### src/rtl/uart_rx.sv
// uart_rx: asynchronous serial receiver (1 start, DATA_BITS data LSB-first, 1 stop).
// Mid-bit sampling off a two-flop synchronizer; completed bytes leave on a valid/ready handshake.
module uart_rx #(
    parameter int unsigned DIVISOR   = 434,
    parameter int unsigned DATA_BITS = 8
) (
    input  logic                 clock,
    input  logic                 reset,
    input  logic                 rx_in,
    output logic [DATA_BITS-1:0] data,
    output logic                 data_valid,
    input  logic                 data_ready,
    output logic                 framing_error,
    output logic                 overrun,
    output logic                 busy
);
    localparam int unsigned TW = $clog2(DIVISOR);
    localparam int unsigned BW = $clog2(DATA_BITS + 1);

    // Counters restart at 0 on each state entry, so the terminal counts are one below the spans.
    localparam logic [TW-1:0] HALF_LAST = TW'(DIVISOR / 2 - 1);
    localparam logic [TW-1:0] BIT_LAST  = TW'(DIVISOR - 1);
    localparam logic [BW-1:0] DATA_LAST = BW'(DATA_BITS - 1);

    localparam logic [2:0] ST_IDLE  = 3'd0;
    localparam logic [2:0] ST_START = 3'd1;
    localparam logic [2:0] ST_DATA  = 3'd2;
    localparam logic [2:0] ST_STOP  = 3'd3;
    localparam logic [2:0] ST_BREAK = 3'd4;

    logic                 sync1_q, sync1_d;
    logic                 sync2_q, sync2_d;
    logic [2:0]           state_q, state_d;
    logic [TW-1:0]        tick_q, tick_d;
    logic [BW-1:0]        bit_q, bit_d;
    logic [DATA_BITS-1:0] shift_q, shift_d;
    logic [DATA_BITS-1:0] data_q, data_d;
    logic                 valid_q, valid_d;
    logic                 ferr_q, ferr_d;
    logic                 ovr_q, ovr_d;
    logic                 rxs;
    logic                 complete;

    assign rxs = sync2_q;

    always_comb begin
        sync1_d  = rx_in;
        sync2_d  = sync1_q;
        state_d  = state_q;
        tick_d   = tick_q + 1'b1;
        bit_d    = bit_q;
        shift_d  = shift_q;
        data_d   = data_q;
        valid_d  = valid_q;
        ferr_d   = 1'b0;
        ovr_d    = 1'b0;
        complete = 1'b0;

        if (valid_q && data_ready) begin
            valid_d = 1'b0;
        end

        case (state_q)
            ST_IDLE: begin
                tick_d = '0;
                if (!rxs) begin
                    state_d = ST_START;
                end
            end
            ST_START: begin
                if (tick_q == HALF_LAST) begin
                    tick_d  = '0;
                    bit_d   = '0;
                    state_d = rxs ? ST_IDLE : ST_DATA;
                end
            end
            ST_DATA: begin
                if (tick_q == BIT_LAST) begin
                    tick_d                 = '0;
                    shift_d                = shift_q >> 1;
                    shift_d[DATA_BITS-1]   = rxs;
                    if (bit_q == DATA_LAST) begin
                        state_d = ST_STOP;
                    end else begin
                        bit_d = bit_q + 1'b1;
                    end
                end
            end
            ST_STOP: begin
                if (tick_q == BIT_LAST) begin
                    tick_d = '0;
                    if (rxs) begin
                        complete = 1'b1;
                        state_d  = ST_IDLE;
                    end else begin
                        ferr_d  = 1'b1;
                        state_d = ST_BREAK;
                    end
                end
            end
            ST_BREAK: begin
                tick_d = '0;
                if (rxs) begin
                    state_d = ST_IDLE;
                end
            end
            default: begin
                tick_d  = '0;
                state_d = ST_IDLE;
            end
        endcase

        // A same-cycle accept frees the holding register, so only an unaccepted byte overruns.
        if (complete) begin
            if (valid_q && !data_ready) begin
                ovr_d = 1'b1;
            end else begin
                data_d  = shift_q;
                valid_d = 1'b1;
            end
        end
    end

    always_ff @(posedge clock or posedge reset) begin
        if (reset) begin
            sync1_q <= 1'b1;
            sync2_q <= 1'b1;
            state_q <= ST_IDLE;
            tick_q  <= '0;
            bit_q   <= '0;
            shift_q <= '0;
            data_q  <= '0;
            valid_q <= 1'b0;
            ferr_q  <= 1'b0;
            ovr_q   <= 1'b0;
        end else begin
            sync1_q <= sync1_d;
            sync2_q <= sync2_d;
            state_q <= state_d;
            tick_q  <= tick_d;
            bit_q   <= bit_d;
            shift_q <= shift_d;
            data_q  <= data_d;
            valid_q <= valid_d;
            ferr_q  <= ferr_d;
            ovr_q   <= ovr_d;
        end
    end

    assign data          = data_q;
    assign data_valid    = valid_q;
    assign framing_error = ferr_q;
    assign overrun       = ovr_q;
    assign busy          = (state_q != ST_IDLE);

endmodule
### config.mk
export PLATFORM = sky130hd
export DESIGN_NAME = uart_rx
export DESIGN_NICKNAME = d
export VERILOG_FILES = /design/src/rtl/uart_rx.sv
export SDC_FILE = /design/constraint.sdc
export NUM_CORES = 1
export LEC_CHECK = 0
export CAP_MARGIN = 20
export CORE_AREA = 3 3 70 72
export CTS_BUF_LIST = sky130_fd_sc_hd__clkbuf_4 sky130_fd_sc_hd__clkbuf_8
export DETAILED_ROUTE_END_ITERATION = 12
export DIE_AREA = 0 0 73 75
export GPL_TIMING_DRIVEN = 0
export PLACE_DENSITY = 0.62
export SETUP_SLACK_MARGIN = 0.02
export SLEW_MARGIN = 20
export SYNTH_ARGS = -nofsm -noshare
export SYNTH_HDL_FRONTEND = slang
export SYNTH_SLANG_ARGS = --single-unit
### constraint.sdc
create_clock -name clock -period 4.25 [get_ports clock]
set_input_delay 0.425 -clock clock [delete_from_list [all_inputs] [get_ports clock]]
set_output_delay 0.425 -clock clock [all_outputs]
set_load 0.005 [all_outputs]
==> results.yml <==
finish:
  antenna_cells: 0
  syn2layout_area_growth_pct: 18.3
  stdcell_count: 218
  nNetsFinal: 173
  drive_gt1_frac: 0.241
synthesis:
  synth_seq_cells: 37
  ys_dominant_reg_cell: "dfrtp_1"
  yosys_warnings: 0
  async_reset_ff_frac: 1.00
  netlist_area_sq_mm: 0.00173
  ys_types: 46
  synth_area_per_cell_sq_um: 12.1
  ys_seq_area_frac: 0.538
  syn_nets: 151
  synth-edff-count: 0
  syn_inst: 143
place:
  place.port_buffers: 15
  dp.cells: 210
  routabilityCongestion: 0.774
  dp_hpwl_mm: 2.19
critical_path:
  cp-start-kind: "flop"
  critPathSlowestCell: "clkdlybuf4s50_1"
  cp_data_required_time_ns: 3.83
  regToRegSetupSlack_ns: 2.21
  crit_start: "state_q[0]"
  path_class: "reg -> out"
  crit_arrival_ns: 1.67
  rr_startpoint: "state_q[0]"
  worstPathMaxFanout: 10
  endpoint_kind: "output pin"
  timing.rr.end: "bit_q[0]"
  max_stage_delay_ns: 0.45
  rr_worst_depth: 5
  cp_cell_sequence: "clkbuf_1 -> or3_1 -> clkdlybuf4s50_1"
cts:
  clk-insertion-delay-late_ns: 0.28
  clk_pin_slew_ns: 0.07
  clock-sinks: 37
  tritoncts: "done"
  postCtsSetupRepairBufs: 0
  cts_hold_buf: 0
  cts_buffers: 5
  clockBufferDepth: 2
  cts_resized: 0
  root_buffer: "clkbuf_8"
  htreeDepth: 2
pwr:
  design_power_total_uw: 629
  ir_drop_mv: 0.199
  power_density_mw_per_mm2: 308
  leakagePower_uw: 0.000946
sta:
  rsz0062_at_grt: "no"
  skew_ns: 0.00177
  max_freq_mhz: 476
  period_needed_ns: 2.10
  min_period_over_period: 0.494
  setup_viol: 0
  drv_slew: 0
  fin_tns_setup_ns: 0
  worst_slew_pin_slew_ns: 0.737
  hold_viol: 0
  slew_headroom: 0.508
floorplan:
  die_h_um: 75
  die_x_um: 73
  start_util: 0.397
  io_pins: 16
  fp.coreArea_sq_mm: 0.00435
  dieArea_sq_mm: 0.00548
  row_count: 24
global_route:
  grt_pass1_vias: 1129
  grt_pass1_wl_mm: 5.16
  grt_max_degree: 38
  grt_overflow: 0
  grt_usage: 0.122
  antenna_found_initial: 0
worst_hold_path:
  holdCritPathClass: "reg -> reg"
  worstHoldStart: "sync1_q"
  worstHoldEndpoint: "rxs"
  hold_depth: 0
route:
  wl_per_cell_um: 13.9
  drcViolationCount: 0
  vias_per_cell: 5.32
  dr.pass1.iters: 4
  routed_wl_mm: 3.02
  drt_iter0_drc: 56
  ant_nets: 0
  vias: 1160
run_status:
  status: "complete, no violations"
run:
  drv_cap: 0
-- critical path: cells and delay by family (launching register included) --
family | cells | cell delay [ns]
buffers and inverters | 2 | 0.65
DFF | 1 | 0.36
and+or+nand+nor | 1 | 0.39
-- registers in the layout (all words and copies together) (netlist names), 3 cells and up --
name	cells
bit_q	4
data	8
shift_q	8
state_q	3
tick_q	9
-- worst max-delay path by stage --
stage               cells past startpoint         end  slack, ns
detailed placement                      6    bit_q[0]       2.22
finish                                  3        busy       2.15
CTS                                     3        busy       2.14
global placement                        2  state_q[1]       2.23
floorplan                               6    bit_q[0]       2.32
global route                            7  state_q[0]       2.01
-- per-layer routing --
metal  track usage  wire (um)  vias up
li1              -          -      549
met1         0.159       1380      592
met2         0.196       1510       15
met3        0.0360        112        4
met4        0.0430         24        0
met5             0          0        -
-- cell usage after synthesis, drive strengths merged, types with 2 or more instances --
cell,number,area (sq um)
nand2,6,22.5
buf,2,10.0
nor2b,2,12.5
clkbuf,2,7.51
o41ai,2,25.0
o21ai,2,10.0
nor2,11,41.3
mux2,17,195
dfrtp,35,876
and4,2,18.8
nor3b,3,27.5
nand3,5,25.0
dfstp,2,52.6
and2,2,12.5
nand2b,2,20.0
ha,4,50.1
nand4,4,25.0
and3,2,13.8
nand4b,2,17.5
or3,3,23.8
inv,7,26.3
xor2,6,52.6
a21oi,4,20.0
nand3b,2,15.0
-- report_power, final --
| group | internal (uW) | switching (uW) | total, uW |
|---|---|---|---|
| Clock | 146 | 118 | 264 |
| Sequential | 354 | 1.03 | 355 |
| Combinational | 2.99 | 7.03 | 10.0 |
| Total | 503 | 126 | 629 |
-- logic make-up (layout without fill, tap and decap cells) --
logic type	after synthesis	in the layout	share of synthesized area
compound gates	14	14	0.0638
xor+xnor	7	7	0.0355
fa+ha+maj	4	4	0.0290
flops	37	37	0.538
simple gates	52	52	0.190
buf+inv	11	34	0.0254
mux	18	18	0.119
-- metrics by stage --
stage,hold WS (ns),cell area (sq um),setup slack [ns],utilization
after floorplan,0.345,1730,2.32,-
after global placement,0.345,1940,2.23,0.446
after detailed placement,0.347,1940,2.22,0.446
after CTS,0.358,2040,2.14,0.469
after global routing,0.365,2040,2.01,0.469
final,0.357,2040,2.15,0.469
-- area by class of cell --
class | instances | area, sq um
well taps | 52 | 65.1
plain buffers | 4 | 17.5
clock inverters | 1 | 5.00
multi-input cells | 95 | 754
fillers | 388 | 2310
flip-flops and latches | 37 | 928
inverters | 7 | 26.3
clock buffers | 7 | 96.3
repair buffers | 15 | 150
-- cells in the final DEF (no fill, tap or decap), drive strengths merged, types with 3 or more instances in the layout --
cell type	netlist	final
clkdlybuf4s50	0	15
clkbuf	2	9
nand4	4	4
nand2	6	6
dfrtp	35	35
inv	7	7
or3	3	3
nor2	11	11
ha	4	4
xor2	6	6
mux2	17	17
nand3	5	5
nor3b	3	3
a21oi	4	4
(Power assumes the default switching activity.)
